## config.mk

```make
export PLATFORM = sky130hd
export DESIGN_NAME = vector_serializer_flat
export DESIGN_NICKNAME = d
export VERILOG_FILES = /design/src/rtl/vector_serializer_if.sv /design/src/rtl/vector_serializer.sv /design/src/flat_wrapper.sv
export SDC_FILE = /design/constraint.sdc
export NUM_CORES = 1
export LEC_CHECK = 0
export CAP_MARGIN = 20
export CORE_MARGIN = 4
export CORE_UTILIZATION = 45
export DETAILED_ROUTE_END_ITERATION = 10
export HOLD_SLACK_MARGIN = 0.06
export PLACE_DENSITY = 0.68
export SLEW_MARGIN = 25
export SYNTH_ARGS = -nofsm -noshare
export SYNTH_HDL_FRONTEND = slang
export SYNTH_SLANG_ARGS = --single-unit
```

## constraint.sdc

```tcl
create_clock -name clk -period 11.2 [get_ports clk]
set_input_delay 3.36 -clock clk [delete_from_list [all_inputs] [get_ports clk]]
set_output_delay 3.36 -clock clk [all_outputs]
set_load 0.01 [all_outputs]
```

## src/rtl/vector_serializer_if.sv

```systemverilog
// rtl/vector_serializer_if.sv - vector input handshake and element output stream bundle
interface vector_serializer_if #(
  parameter int N          = 8,
  parameter int DATA_WIDTH = 32
);
  logic                  valid_in;
  logic                  eof_in;
  logic [DATA_WIDTH-1:0] vector_in [N-1:0];
  logic                  ready_in;
  logic                  out_valid;
  logic                  out_ready;
  logic [DATA_WIDTH-1:0] out_data;
  logic                  out_last;
  logic                  out_eof;

  modport slave (
    input  valid_in, eof_in, vector_in, out_ready,
    output ready_in, out_valid, out_data, out_last, out_eof
  );

  modport master (
    output valid_in, eof_in, vector_in, out_ready,
    input  ready_in, out_valid, out_data, out_last, out_eof
  );
endinterface

```

## src/rtl/vector_serializer.sv

```systemverilog
// rtl/vector_serializer.sv - circular vector queue drained one element per beat
module vector_serializer #(
  parameter int N          = 8,
  parameter int DATA_WIDTH = 32,
  parameter int DEPTH      = 4
) (
  input  logic                         clk,
  input  logic                         rst,
  vector_serializer_if.slave           bus,
  output logic [$clog2(DEPTH+1)-1:0]   occupancy,
  output logic [15:0]                  drop_count
);
  localparam int PW = (DEPTH > 1) ? $clog2(DEPTH) : 1;
  localparam int CW = $clog2(DEPTH + 1);
  localparam int IW = (N > 1) ? $clog2(N) : 1;

  logic [DATA_WIDTH-1:0] mem_data [DEPTH-1:0][N-1:0];
  logic [DEPTH-1:0]      mem_eof;
  logic [PW-1:0]         wr_ptr;
  logic [PW-1:0]         rd_ptr;
  logic [CW-1:0]         count;
  logic [IW-1:0]         elem_idx;
  logic                  full;
  logic                  push;
  logic                  drop;
  logic                  xfer;
  logic                  pop;
  logic                  at_last;

  // Handshake decode; ready_in deliberately ignores a same-cycle pop.
  always_comb begin
    full    = (count == CW'(DEPTH));
    at_last = (elem_idx == IW'(N - 1));
    push    = bus.valid_in & ~full;
    drop    = bus.valid_in & full;
    xfer    = bus.out_valid & bus.out_ready;
    pop     = xfer & at_last;
  end

  assign bus.ready_in  = ~full;
  assign bus.out_valid = (count != '0);
  assign bus.out_data  = mem_data[rd_ptr][elem_idx];
  assign bus.out_last  = bus.out_valid & at_last;
  assign bus.out_eof   = bus.out_last & mem_eof[rd_ptr];
  assign occupancy     = count;

  // Vector storage; contents need no reset since count gates visibility.
  always_ff @(posedge clk) begin
    if (!rst && push) begin
      for (int i = 0; i < N; i++) begin
        mem_data[wr_ptr][i] <= bus.vector_in[i];
      end
      mem_eof[wr_ptr] <= bus.eof_in;
    end
  end

  // Pointers, element index, occupancy and saturating drop counter.
  always_ff @(posedge clk) begin
    if (rst) begin
      wr_ptr     <= '0;
      rd_ptr     <= '0;
      count      <= '0;
      elem_idx   <= '0;
      drop_count <= '0;
    end else begin
      if (push) begin
        wr_ptr <= wr_ptr + PW'(1);
      end
      if (xfer) begin
        if (at_last) begin
          elem_idx <= '0;
          rd_ptr   <= rd_ptr + PW'(1);
        end else begin
          elem_idx <= elem_idx + IW'(1);
        end
      end
      if (push && !pop) begin
        count <= count + CW'(1);
      end else if (pop && !push) begin
        count <= count - CW'(1);
      end
      if (drop && drop_count != 16'hFFFF) begin
        drop_count <= drop_count + 16'd1;
      end
    end
  end
endmodule

```

## src/flat_wrapper.sv

```systemverilog
// flat-port wrapper written by rule: the top's interface ports become plain ports
module vector_serializer_flat 
#(
  parameter int N          = 8,
  parameter int DATA_WIDTH = 32,
  parameter int DEPTH      = 4
)
  (clk, rst, occupancy, drop_count, bus_valid_in, bus_eof_in, bus_vector_in, bus_out_ready, bus_ready_in, bus_out_valid, bus_out_data, bus_out_last, bus_out_eof);
  vector_serializer_if #(.N(N), .DATA_WIDTH(DATA_WIDTH)) bus_i ();
  input  logic clk;
  input  logic rst;
  output logic [$clog2(DEPTH+1)-1:0] occupancy;
  output logic [15:0] drop_count;
  input wire logic [$bits(bus_i.valid_in)-1:0] bus_valid_in;
  input wire logic [$bits(bus_i.eof_in)-1:0] bus_eof_in;
  input wire logic [$bits(bus_i.vector_in)-1:0] bus_vector_in;
  input wire logic [$bits(bus_i.out_ready)-1:0] bus_out_ready;
  output wire logic [$bits(bus_i.ready_in)-1:0] bus_ready_in;
  output wire logic [$bits(bus_i.out_valid)-1:0] bus_out_valid;
  output wire logic [$bits(bus_i.out_data)-1:0] bus_out_data;
  output wire logic [$bits(bus_i.out_last)-1:0] bus_out_last;
  output wire logic [$bits(bus_i.out_eof)-1:0] bus_out_eof;
  assign bus_i.valid_in = bus_valid_in;
  assign bus_i.eof_in = bus_eof_in;
  assign bus_i.vector_in = {>>{bus_vector_in}};
  assign bus_i.out_ready = bus_out_ready;
  assign bus_ready_in = bus_i.ready_in;
  assign bus_out_valid = bus_i.out_valid;
  assign bus_out_data = bus_i.out_data;
  assign bus_out_last = bus_i.out_last;
  assign bus_out_eof = bus_i.out_eof;
  vector_serializer #(.N(N), .DATA_WIDTH(DATA_WIDTH), .DEPTH(DEPTH)) u_core (.clk(clk), .rst(rst), .bus(bus_i), .occupancy(occupancy), .drop_count(drop_count));
endmodule
```

**Word-level counts from Yosys, hierarchy flattened**

Memory sizes are Yosys's and may differ from the RTL's. A register that Yosys moved wholly into a read port is not among the register bits.
Cells that the tools add are included.

- Register bits: 30
- Logic and storage cells: 52
- Output and inout bits: 55
- Memories: 1
- Memory bits (writable): 1,024
- Bits in latches: 0
- Bits of input ports: 261
- Memory bits (read-only): 0

Memories:

| name | depth | bits a word | rd ports | clocked after memory_dff | write ports | line | RTL |
|---|---|---|---|---|---|---|---|
| u_core.mem_data | 4 | 256 | 1 | 1 | 1 | vector_serializer.sv:17 | `logic [DATA_WIDTH-1:0] mem_data [DEPTH-1:0][N-1:0];` |

- Eq/ne operators: 3
- Div/mod/pow operators: 0
- $lt $le $gt $ge: 4
- Reduce and logical (&&, ||, !) cells: 11
- $add $sub $neg: 6
- Bitwise logic cells: 7
- Multipliers: 0
- Shifts and indexed selects: 0
- Muxes and demuxes: 14

Operators with widths:

| kind | number |
|---|---|
| $bmux W32 S3 | 1 |
| $mux W32 | 1 |
| $add A16 B1 Y16 const B | 1 |
| $ne A16 B16 Y1 const B | 1 |
| $mux W3 | 3 |
| $add A3 B1 Y3 const B | 2 |
| $and A1 B1 Y1 | 6 |
| $eq A3 B3 Y1 const B | 2 |
| $lt A2 B3 Y1 const B | 2 |
| $logic_and A1 B1 Y1 | 5 |
| $add A2 B1 Y2 const B | 2 |
| $bwmux W4 | 1 |
| $lt A3 B4 Y1 const B | 1 |
| $mux W1 | 4 |
| $mux W2 | 2 |
| $logic_not A1 Y1 | 3 |
| $reduce_bool A3 Y1 | 1 |
| $sub A3 B1 Y3 const B | 1 |
| $bmux W1 S2 | 1 |
| $demux W1 S2 | 1 |
| $ge A2 B1 Y1 const B | 1 |
| $reduce_and A2 Y1 | 1 |
| $reduce_bool A2 Y1 | 1 |
| $not A1 Y1 | 1 |

**Depth between registers and ports, before layout**

- Word-level depth: 7
- Depth in mapped cells: 10
- Mapped depth without buffers: 10

**Least setup slack after synthesis**

OpenSTA, ideal clock, no wires.

- Path kind: in2reg
- Start point: input port rst
- End point: memory u_core.mem_data[0][0] (netlist bit), enable pin
- Required time: 10.548 ns
- Library setup time: 0.652 ns
- Arrival time: 9.588 ns
- Cell stages on the path: 3
- Path slack: 0.960 ns
- Path buffers: 1
- Cell sequence: clkbuf_1 -> nor2_1 -> and2_1

- Word-level cells in the longest chain between the ends: 4

Ends and longest elaborated chain:

| element | line | RTL |
|---|---|---|
| from (decl) | flat_wrapper.sv:11 | `input logic rst;` |
| $logic_not A1 Y1 | vector_serializer.sv:49 | `if (!rst && push) begin` |
| $logic_and A1 B1 Y1 | vector_serializer.sv:49 |  |
| $mux W1 | vector_serializer.sv:49 |  |
| $mux W1 (not written as such) | vector_serializer.sv:51 | `mem_data[wr_ptr][i] <= bus.vector_in[i];` |
| to (decl) | vector_serializer.sv:17 |  |

Every way passes these cells.

**Worst setup path after layout**

- Start point: register u_core.elem_idx[0]
- End point: output port bus_out_data[12]

- Word-level cells in the longest chain between the ends: 2

Ends and longest elaborated chain:

| element | line | RTL |
|---|---|---|
| from (decl) | vector_serializer.sv:22 | `logic [IW-1:0] elem_idx;` |
| from (signal assigned) | vector_serializer.sv:74 | `elem_idx <= elem_idx + IW'(1);` |
| $bmux W32 S3 | vector_serializer.sv:42 | `assign bus.out_data = mem_data[rd_ptr][elem_idx];` |
| $mux W32 (not written as such) | vector_serializer.sv:42 |  |
| to (decl) | flat_wrapper.sv:20 | `output wire logic [$bits(bus_i.out_data)-1:0] bus_out_data;` |

Every way passes these cells. The select of a mux whose other input is x is not followed.

==> results.json <==
{
  "switchingPower_mw": 1.97,
  "synth_fa_ha_area_frac": 0.00292,
  "ys_types": 42,
  "powerDensity_nw_per_um2": 178,
  "clock_skew_ps": 27.4,
  "dieArea_um2": 96300,
  "synth_top_area_frac": 0.750,
  "status": "complete, no violations",
  "fin_crit_ps": 7910,
  "whs_ps": 498,
  "vias_per_cell": 5.53,
  "grt_overflow": 0,
  "stdcell_area_um2": 48800,
  "p_int_mw": 6.71,
  "syn_to_final_growth_pct": 18.6,
  "path_max_fanout": 55,
  "rsz0062_at_grt": "false",
  "period_share": 0.706,
  "synth_edf_count": 1028,
  "coreArea_um2": 90400,
  "io_pins": 316,
  "clock_latency_ps": 660,
  "drive_gt1_frac": 0.0717,
  "hold_buffers": 0,
  "drc": 0,
  "p_clk_frac": 0.377,
  "wire_per_inst_um": 24.5,
  "final-instance-count-excl-fill": 3959,
  "ys_seq_area_frac": 0.764,
  "port_buffers": 315,
  "fill_cells": 6974,
  "crit_start": "u_core.elem_idx[0]",
  "initial_utilization": 0.455,
  "dr.first_iter.drc_count": 1888,
  "switching_share": 0.227,
  "synth-xor-area-share": 0.00404,
  "synth_seq_cells": 1056,
  "grt_max_degree": 143,
  "endpoint_kind": "output pin",
  "synth.largest_area_cell": "edfxtp_1",
  "synth_top_family_by_area": "multiplexers",
  "die_height_um": 310,
  "tightest_slew_ps": 1120,
  "gp_congestion": 0.788,
  "synth_compound_area_frac": 0.0493,
  "place_inst": 3734,
  "synthMuxAreaShare": 0.126,
  "cts_htree_levels": 3,
  "post_cts_buffers": 0,
  "path_class": "flop to output pin",
  "cts_made_buffers": 105,
  "fmax_mhz": 126,
  "syn_inst": 2343,
  "power_frac_seq": 0.525,
  "die_w_um": 310,
  "pre_cts_slack_ps": 4000,
  "finalHoldViolations": 0,
  "ys_warn_count": 0,
  "comb_power_share": 0.097,
  "final.setup.worst_slack_ps": 3290,
  "netlist_area_um2": 41100,
  "hold_class": "flop to flop",
  "synth-simple-area-share": 0.0362,
  "reg2reg_from": "u_core.occupancy[0]",
  "synthArstFlopShare": 0,
  "leakagePower_nw": 14.8,
  "clk_pin_slew_ps": 60,
  "root_buffer": "clkbuf_16",
  "rows": 110,
  "setup_tns_ps": 0,
  "drtAntennaViolNets": 0,
  "start_kind": "flop",
  "finalSetupViolations": 0,
  "grt_first_pass_wirelength_mm": 140,
  "grtUsageTotal": 0.196,
  "max-vdd-ir-drop_v": 0.000131,
  "avgSynthCellArea_um2": 17.6,
  "cts-resized-gates": 0,
  "dpl_cell_area_um2": 45400,
  "cts.sinks": 1056,
  "min_from": "u_core.wr_ptr[1]",
  "synthTopCellsByArea": "edfxtp_1, mux2i_1, a22oi_1, a22o_1, dfxtp_1",
  "worst_ep_required_time_ps": 7840,
  "cp.arrival_ps": 4550,
  "nNetsFinal": 2937,
  "finalWirelength_mm": 96.9,
  "vias": 21889,
  "hpwlAfterDp_mm": 56.6,
  "grt_pass1_vias": 22105,
  "slew_violations": 0,
  "ys.flop_type": "edfxtp_1",
  "syn-num-nets": 2613,
  "antenna_found_initial": 47,
  "cts_max_path_buffers": 3,
  "max-cap-violations": 0,
  "drtPass1Iterations": 5,
  "maxSlewHeadroom": 0.253,
  "cts_tree": "built"
}
cell usage in the layout (no fill, tap or decap), types with 32 or more instances in the layout:
cell and n:
a21oi_1 102, a22o_1 64, a22oi_1 96, a31oi_1 32
clkbuf_16 110, clkdlybuf4s50_1 314, diode_2 34, edfxtp_1 1028
mux2i_1 514, nand2_1 109, nand3_1 103, nor3_1 37
metal layers:
layer  vias to the layer above  wire length [um]  track usage
met4                        32              2060       0.0673
met1                     11085             40600        0.258
li1                       9993                 -            -
met3                       161              7380       0.0559
met2                       618             46700        0.314
met5                         -               195            0
synth_stat cells (8+ instances only):
| cell | count |
|---|---|
| edfxtp_1 | 1028 |
| mux2i_1 | 514 |
| nand2_1 | 110 |
| nand3_1 | 103 |
| a21oi_1 | 102 |
| a22oi_1 | 96 |
| a22o_1 | 64 |
| clkbuf_1 | 49 |
| nor3_1 | 37 |
| buf_4 | 36 |
| a31oi_1 | 32 |
| buf_2 | 30 |
| dfxtp_1 | 28 |
| nor2_1 | 26 |
| xnor2_1 | 11 |
| buf_6 | 8 |
| ha_1 | 8 |
| xor2_1 | 8 |
sequential cells by signal, summed over array words and instances, names as in the netlist, named ones only:
name,flops
u_core.mem_data,1024
u_core.drop_count,16
u_core.mem_eof,4
u_core.elem_idx,3
u_core.occupancy,3
u_core.rd_ptr,2
u_core.wr_ptr,2
through the flow:
stage / total power [mW] / util
floorplan: 5.06 / -
global placement: 5.47 / 0.502
detailed placement: 5.50 / 0.502
CTS: 8.76 / 0.538
global route: 9.00 / 0.539
finish: 8.68 / 0.540
critical path, cell delays in order (launching register included):
cell,delay [ps]
dfxtp_1,520
and2_4,790
buf_4,640
a22o_1,220
nor3_1,60
a31oi_1,670
nand3_1,290
clkdlybuf4s50_1,560
power groups by stage:
| stage | Combinational [mW] | Sequential, mW | Clock [mW] |
|---|---|---|---|
| finish | 0.845 | 4.56 | 3.27 |
| global placement | 0.840 | 4.63 | 0 |
| CTS | 0.858 | 4.56 | 3.35 |
| floorplan | 0.386 | 4.68 | 0 |
| global route | 0.906 | 4.57 | 3.52 |
| detailed placement | 0.855 | 4.64 | 0 |
cells by family (layout without fill, tap and decap cells):
| kind of cell | count (synthesis) | count (layout) |
|---|---|---|
| adders and majority gates | 9 | 9 |
| other | 0 | 34 |
| and+or+nand+nor | 311 | 311 |
| buffers and inverters | 135 | 541 |
| AOI/OAI and AO/OA | 298 | 298 |
| xor gates and xnor gates | 19 | 19 |
| DFF | 1056 | 1056 |
| muxes | 515 | 515 |
final timing paths:
path                              to  slack, ps  cells past startpoint
max                 bus_out_data[12]       3290                      7
min reg2reg         u_core.wr_ptr[1]        500                      2
max reg2reg  u_core.mem_data[2][152]       7860                      7
min                 u_core.wr_ptr[1]        500                      2
final cells by class:
class	count	area, um2	area share
diodes	34	85.1	0.00174
clock buffers	134	2880	0.0591
clock inverters	55	345	0.00708
inverters	5	18.8	0.000385
multi-input cells	1152	9020	0.185
flip-flops and latches	1056	31400	0.644
well taps	1176	1470	0.0302
repair buffers	347	3530	0.0724
Note: power is estimated with default switching activity, not from simulation.
